## src/rtl/sp1_ff_wr_arb.sv

```systemverilog
// sp1_ff_wr_arb: round-robin write arbiter in front of one shared sp1_ff register.
// NREQ requesters offer a word each. One winner per arbitration gets a one-cycle
// ff_en/ff_d write. Its ack pulses in the following cycle, when q already holds the data.
// Optional build macro: SP1_FF_WR_ARB_FIXPRI_EN selects fixed priority, where the
// lowest index wins, in place of round-robin.
module sp1_ff_wr_arb #(
  parameter int DW   = 32,
  parameter int NREQ = 4,
  parameter int IW   = 3
) (
  input  logic                 clk,
  input  logic                 rst,
  input  logic [NREQ-1:0]      req,
  input  logic [NREQ*DW-1:0]   wdata,
  output logic [NREQ-1:0]      ack,
  output logic                 ff_en,
  output logic [DW-1:0]        ff_d,
  output logic [IW-1:0]        gnt_id,
  output logic                 busy
);

  // Internal vectors are padded to 2**IW slots, so any IW-bit index is in range.
  localparam int NSLOT = 2**IW;

  typedef enum logic [1:0] {IDLE, WRITE, ACK} state_t;

  state_t             state;
  logic [NSLOT-1:0]   gnt_mask;
  logic [NSLOT-1:0]   req_ext;
  logic [NSLOT-1:0]   cand;
  logic [DW-1:0]      wdata_arr [NSLOT];
  logic [IW-1:0]      win;
  logic               found;
  logic               any;

  // Per-slot views: one-hot of the current grant, padded requests and data words.
  generate
    for (genvar gi = 0; gi < NSLOT; gi++) begin : g_slot
      assign gnt_mask[gi] = (gnt_id == IW'(gi));
      if (gi < NREQ) begin : g_live
        assign req_ext[gi]   = req[gi];
        assign wdata_arr[gi] = wdata[gi*DW +: DW];
      end else begin : g_pad
        assign req_ext[gi]   = 1'b0;
        assign wdata_arr[gi] = '0;
      end
    end
  endgenerate

  // In ACK, the acked requester still holds req. Its bit is masked so that it
  // is not counted as a new request.
  assign cand = (state == ACK) ? (req_ext & ~gnt_mask) : req_ext;
  assign any  = |cand;

`ifdef SP1_FF_WR_ARB_FIXPRI_EN
  // Fixed priority: the lowest set candidate wins.
  always_comb begin
    win   = '0;
    found = 1'b0;
    for (int k = 0; k < NSLOT; k++) begin
      if (!found && cand[k]) begin
        win   = IW'(k);
        found = 1'b1;
      end
    end
  end
`else
  logic [IW-1:0] last;
  logic [IW-1:0] idx;

  // Round-robin: search from last+1 and wrap. last itself is checked at the end,
  // so it wins only when it is the sole candidate.
  always_comb begin
    win   = '0;
    found = 1'b0;
    idx   = '0;
    for (int k = 1; k <= NREQ; k++) begin
      idx = IW'((int'(last) + k) % NREQ);
      if (!found && cand[idx]) begin
        win   = idx;
        found = 1'b1;
      end
    end
  end
`endif

  // Arbitration FSM. All outputs are registered here.
  always_ff @(posedge clk or posedge rst) begin
    if (rst) begin
      state  <= IDLE;
      ack    <= '0;
      ff_en  <= 1'b0;
      ff_d   <= '0;
      gnt_id <= '0;
      busy   <= 1'b0;
`ifndef SP1_FF_WR_ARB_FIXPRI_EN
      last   <= IW'(NREQ-1);
`endif
    end else begin
      case (state)
        IDLE: begin
          ack <= '0;
          if (any) begin
            ff_d   <= wdata_arr[win];
            ff_en  <= 1'b1;
            gnt_id <= win;
            busy   <= 1'b1;
            state  <= WRITE;
          end
        end
        WRITE: begin
          // The register captures ff_d on this edge, so the ack can go out next.
          ff_en <= 1'b0;
          ack   <= gnt_mask[NREQ-1:0];
`ifndef SP1_FF_WR_ARB_FIXPRI_EN
          last  <= gnt_id;
`endif
          state <= ACK;
        end
        ACK: begin
          ack <= '0;
          if (any) begin
            ff_d   <= wdata_arr[win];
            ff_en  <= 1'b1;
            gnt_id <= win;
            state  <= WRITE;
          end else begin
            busy   <= 1'b0;
            state  <= IDLE;
          end
        end
        default: begin
          ack   <= '0;
          ff_en <= 1'b0;
          busy  <= 1'b0;
          state <= IDLE;
        end
      endcase
    end
  end

endmodule

```

## config.mk

```make
export PLATFORM = sky130hd
export DESIGN_NAME = sp1_ff_wr_arb
export DESIGN_NICKNAME = d
export VERILOG_FILES = /design/src/rtl/sp1_ff_wr_arb.sv
export SDC_FILE = /design/constraint.sdc
export NUM_CORES = 1
export LEC_CHECK = 0
export BUFFER_PORTS_ARGS = -buffer_cell sky130_fd_sc_hd__buf_4
export CAP_MARGIN = 20
export CORE_MARGIN = 2
export CORE_UTILIZATION = 46
export CTS_CLUSTER_SIZE = 40
export DETAILED_ROUTE_END_ITERATION = 16
export GPL_TIMING_DRIVEN = 0
export MAX_ROUTING_LAYER = met4
export PLACE_DENSITY = 0.86
export SLEW_MARGIN = 20
export SYNTH_ARGS = -nofsm -noshare
export SYNTH_HDL_FRONTEND = slang
export SYNTH_SLANG_ARGS = --single-unit
```

## constraint.sdc

```tcl
create_clock -name clk -period 3.61 [get_ports clk]
set_clock_uncertainty 0.2 [all_clocks]
set_input_delay 0.361 -clock clk [delete_from_list [all_inputs] [get_ports clk]]
set_output_delay 0.361 -clock clk [all_outputs]
set_load 0.05 [all_outputs]
```

==> impl_metrics.ini <==
[drt]
route.detailed.drc = 0
ant_nets = 0
wl_per_cell_um = 17.3
drt_wl_total_um = 8590
drt_iter0_drc = 131
vias = 2669
viasPerCell = 5.37
drtPass1Iterations = 4

[timing]
setup_viol = 0
max_slew_margin_pct = 66.1
fmax_mhz = 353
rsz0062_at_grt = no
min_period_ns = 2.83
finalHoldViolations = 0
finalSetupTns_ns = 0
slew_viol_final = 0
worst_pin_slew_ns = 0.504
finalCritPeriodShare_pct = 78.5

[synthesis]
ys_seq_area_share_pct = 40.7
ys_warn_count = 0
async_flop_share_pct = 100
netlist_area_um2 = 2710
synth_edf_count = 0
synthFlopType = dfrtp_1
ys_ff_latch = 44
synthCells = 242
syn_avg_cell_area_um2 = 11.2
syn_nets = 376
synth.distinct_cells = 34

[finish]
layout_commonest_cell = buf_4
final_cells = 497
antennaDiodeCount = 0
final_nets = 558
area_growth_pct = 56.3
drive_gt1_share_pct = 51.5
finish.instance_area_um2 = 4240
fillers = 409
layout_common_cells = 175 x buf_4, 66 x mux2i_1, 42 x dfrtp_1

[worst_setup_path]
rr_endpoint = ff_d[27]$_DFFE_PP0P_
worstPathArrival_ns = 2.78
cp.required_ns = 3.56
worst_setup_path_end_kind = flop
cp-start-kind = flop
rrSetupSlack_ns = 0.78
crit_fanout = 10
worstSetupPathType = flop to flop
r2r_start = gnt_id[0]$_DFFE_PP0P_
r2r_cells = 7
worstSetupStartpoint = gnt_id[0]$_DFFE_PP0P_

[placement]
dp_cells = 488
port_buffers = 173
placedInstanceArea_um2 = 4120
post-dp-hpwl_um = 6860
routabilityCongestion = 0.767

[power_and_ir_drop]
vdd_drop_max_uv = 680
p_leak_nw = 2.10
pwr_density_cell_nw_per_um2 = 961

[die]
die_h_um = 80.8
die-area_um2 = 6530
die_w_um = 80.8
io-pin-count = 175
start_util_pct = 48.4
core_area_um2 = 5610
num_rows = 27

[clock_network]
clock-sinks = 44
clock_path_buffers = 2
htree_num_levels = 2
ctsResizeCount = 0
insertion_delay_ns = 0.29
cts_root_buffer = clkbuf_8
cts_buffers = 5
cts_tree = done
clk_pin_slew_ns = 0.08

[global_routing]
grt_max_degree = 27
antenna_found_initial = 0
first_global_vias = 2568
grt_first_pass_wirelength_um = 13100
grt_overflow = 0
gr-usage-all-layers_pct = 26.9

[min_path]
hold_path_depth = 3
min_to = ff_d[0]$_DFFE_PP0P_
hold_class = input pin to flop
hold_path_startpoint = wdata[32]

[flow_run]
cap_violations = 0

[outcome]
status = finished clean
-- registers in the layout, summed over array words and instances, names as in the netlist --
register  flops
busy          1
state         2
ff_d         32
last          2
ff_en         1
ack           4
gnt_id        2
-- worst max path at each step --
stage | slack [ns] | to | cells after the start
5_1_grt | 0.54 | ff_d[21]$_DFFE_PP0P_ | 7
2_1_floorplan | 0.89 | ff_d[21]$_DFFE_PP0P_ | 9
6_report | 0.78 | ff_d[27]$_DFFE_PP0P_ | 7
4_1_cts | 0.76 | ff_d[24]$_DFFE_PP0P_ | 7
3_5_place_dp | 0.81 | ff_d[20]$_DFFE_PP0P_ | 7
3_3_place_gp | 0.86 | ff_d[20]$_DFFE_PP0P_ | 7
-- power breakdown --
group / internal, mW / leakage [nW] / switching [mW]
logic: 1.09 / 1.55 / 1.72
clock network: 0.205 / 0.0552 / 0.164
registers: 0.747 / 0.497 / 0.143
-- cell families after synthesis --
family                     Yosys count  synth area share (%)
other                                1                 0.138
adders and majority gates            1                 0.369
AOI/OAI and AO/OA                   44                  16.8
DFF                                 44                  40.7
and+or+nand+nor                     56                  9.69
buffers and inverters               29                  7.56
muxes                               67                  24.8
-- Yosys cell counts (2+ instances only) --
cell / count / share of area (%)
inv_1: 8 / 1.1
nor3_1: 3 / 0.55
a2bb2oi_1: 2 / 0.65
a211oi_1: 2 / 0.55
dfstp_2: 2 / 1.9
nor2_1: 38 / 5.3
buf_2: 8 / 1.5
buf_4: 2 / 0.55
buf_12: 3 / 2.2
nand2_1: 5 / 0.69
a21oi_1: 2 / 0.37
clkbuf_1: 4 / 0.55
dfrtp_1: 42 / 39
mux2i_1: 66 / 24
a221oi_1: 19 / 6.1
buf_6: 4 / 1.7
a221oi_2: 13 / 7.2
and3_1: 2 / 0.46
nor2b_1: 2 / 0.46
-- per-layer routing --
metal / vias to the layer above / GRT usage (%) / routed length, um
met3: 8 / 6.22 / 725
li1: 1273 / - / -
met2: 127 / 46.1 / 4450
met1: 1261 / 32.5 / 3320
met4: 0 / 6.44 / 91
met5: - / - / 0
-- cell type report --
type / count / area, um2 / share of cell area (%)
Tap cell: 72 / 90.1 / 2.13
Timing Repair Buffer: 175 / 1330 / 31.3
Clock inverter: 2 / 35.0 / 0.826
Buffer: 21 / 175 / 4.13
Clock buffer: 6 / 72.6 / 1.71
Inverter: 8 / 30.0 / 0.708
Multi-Input combinational cell: 169 / 1400 / 33.1
Sequential cell: 44 / 1100 / 26.0
-- critical path, stage by stage, from the launching register on --
cell	delay (ns)
dfrtp_1	0.39
buf_2	0.18
or4bb_1	0.55
a2bb2oi_1	0.25
a211oi_2	0.10
nor3_1	0.42
clkbuf_1	0.44
a221oi_1	0.16
-- stage by stage --
| stage | hold WS [ns] | power, mW | util (%) | setup slack (ns) |
|---|---|---|---|---|
| after floorplan | 0.247 | 2.93 | - | 0.889 |
| after global placement | 0.266 | 3.67 | 73.1 | 0.856 |
| after detailed placement | 0.192 | 3.73 | 73.5 | 0.814 |
| after CTS | 0.208 | 4.10 | 75.6 | 0.758 |
| after global routing | 0.207 | 4.29 | 75.6 | 0.535 |
| final | 0.214 | 4.07 | 75.6 | 0.776 |
-- repair_timing --
action	in CTS	in global routing
hold endpoints to repair	18	0
buffers inserted	0	0
hold buffers	1	0
Power figures use the tool's default switching activity.
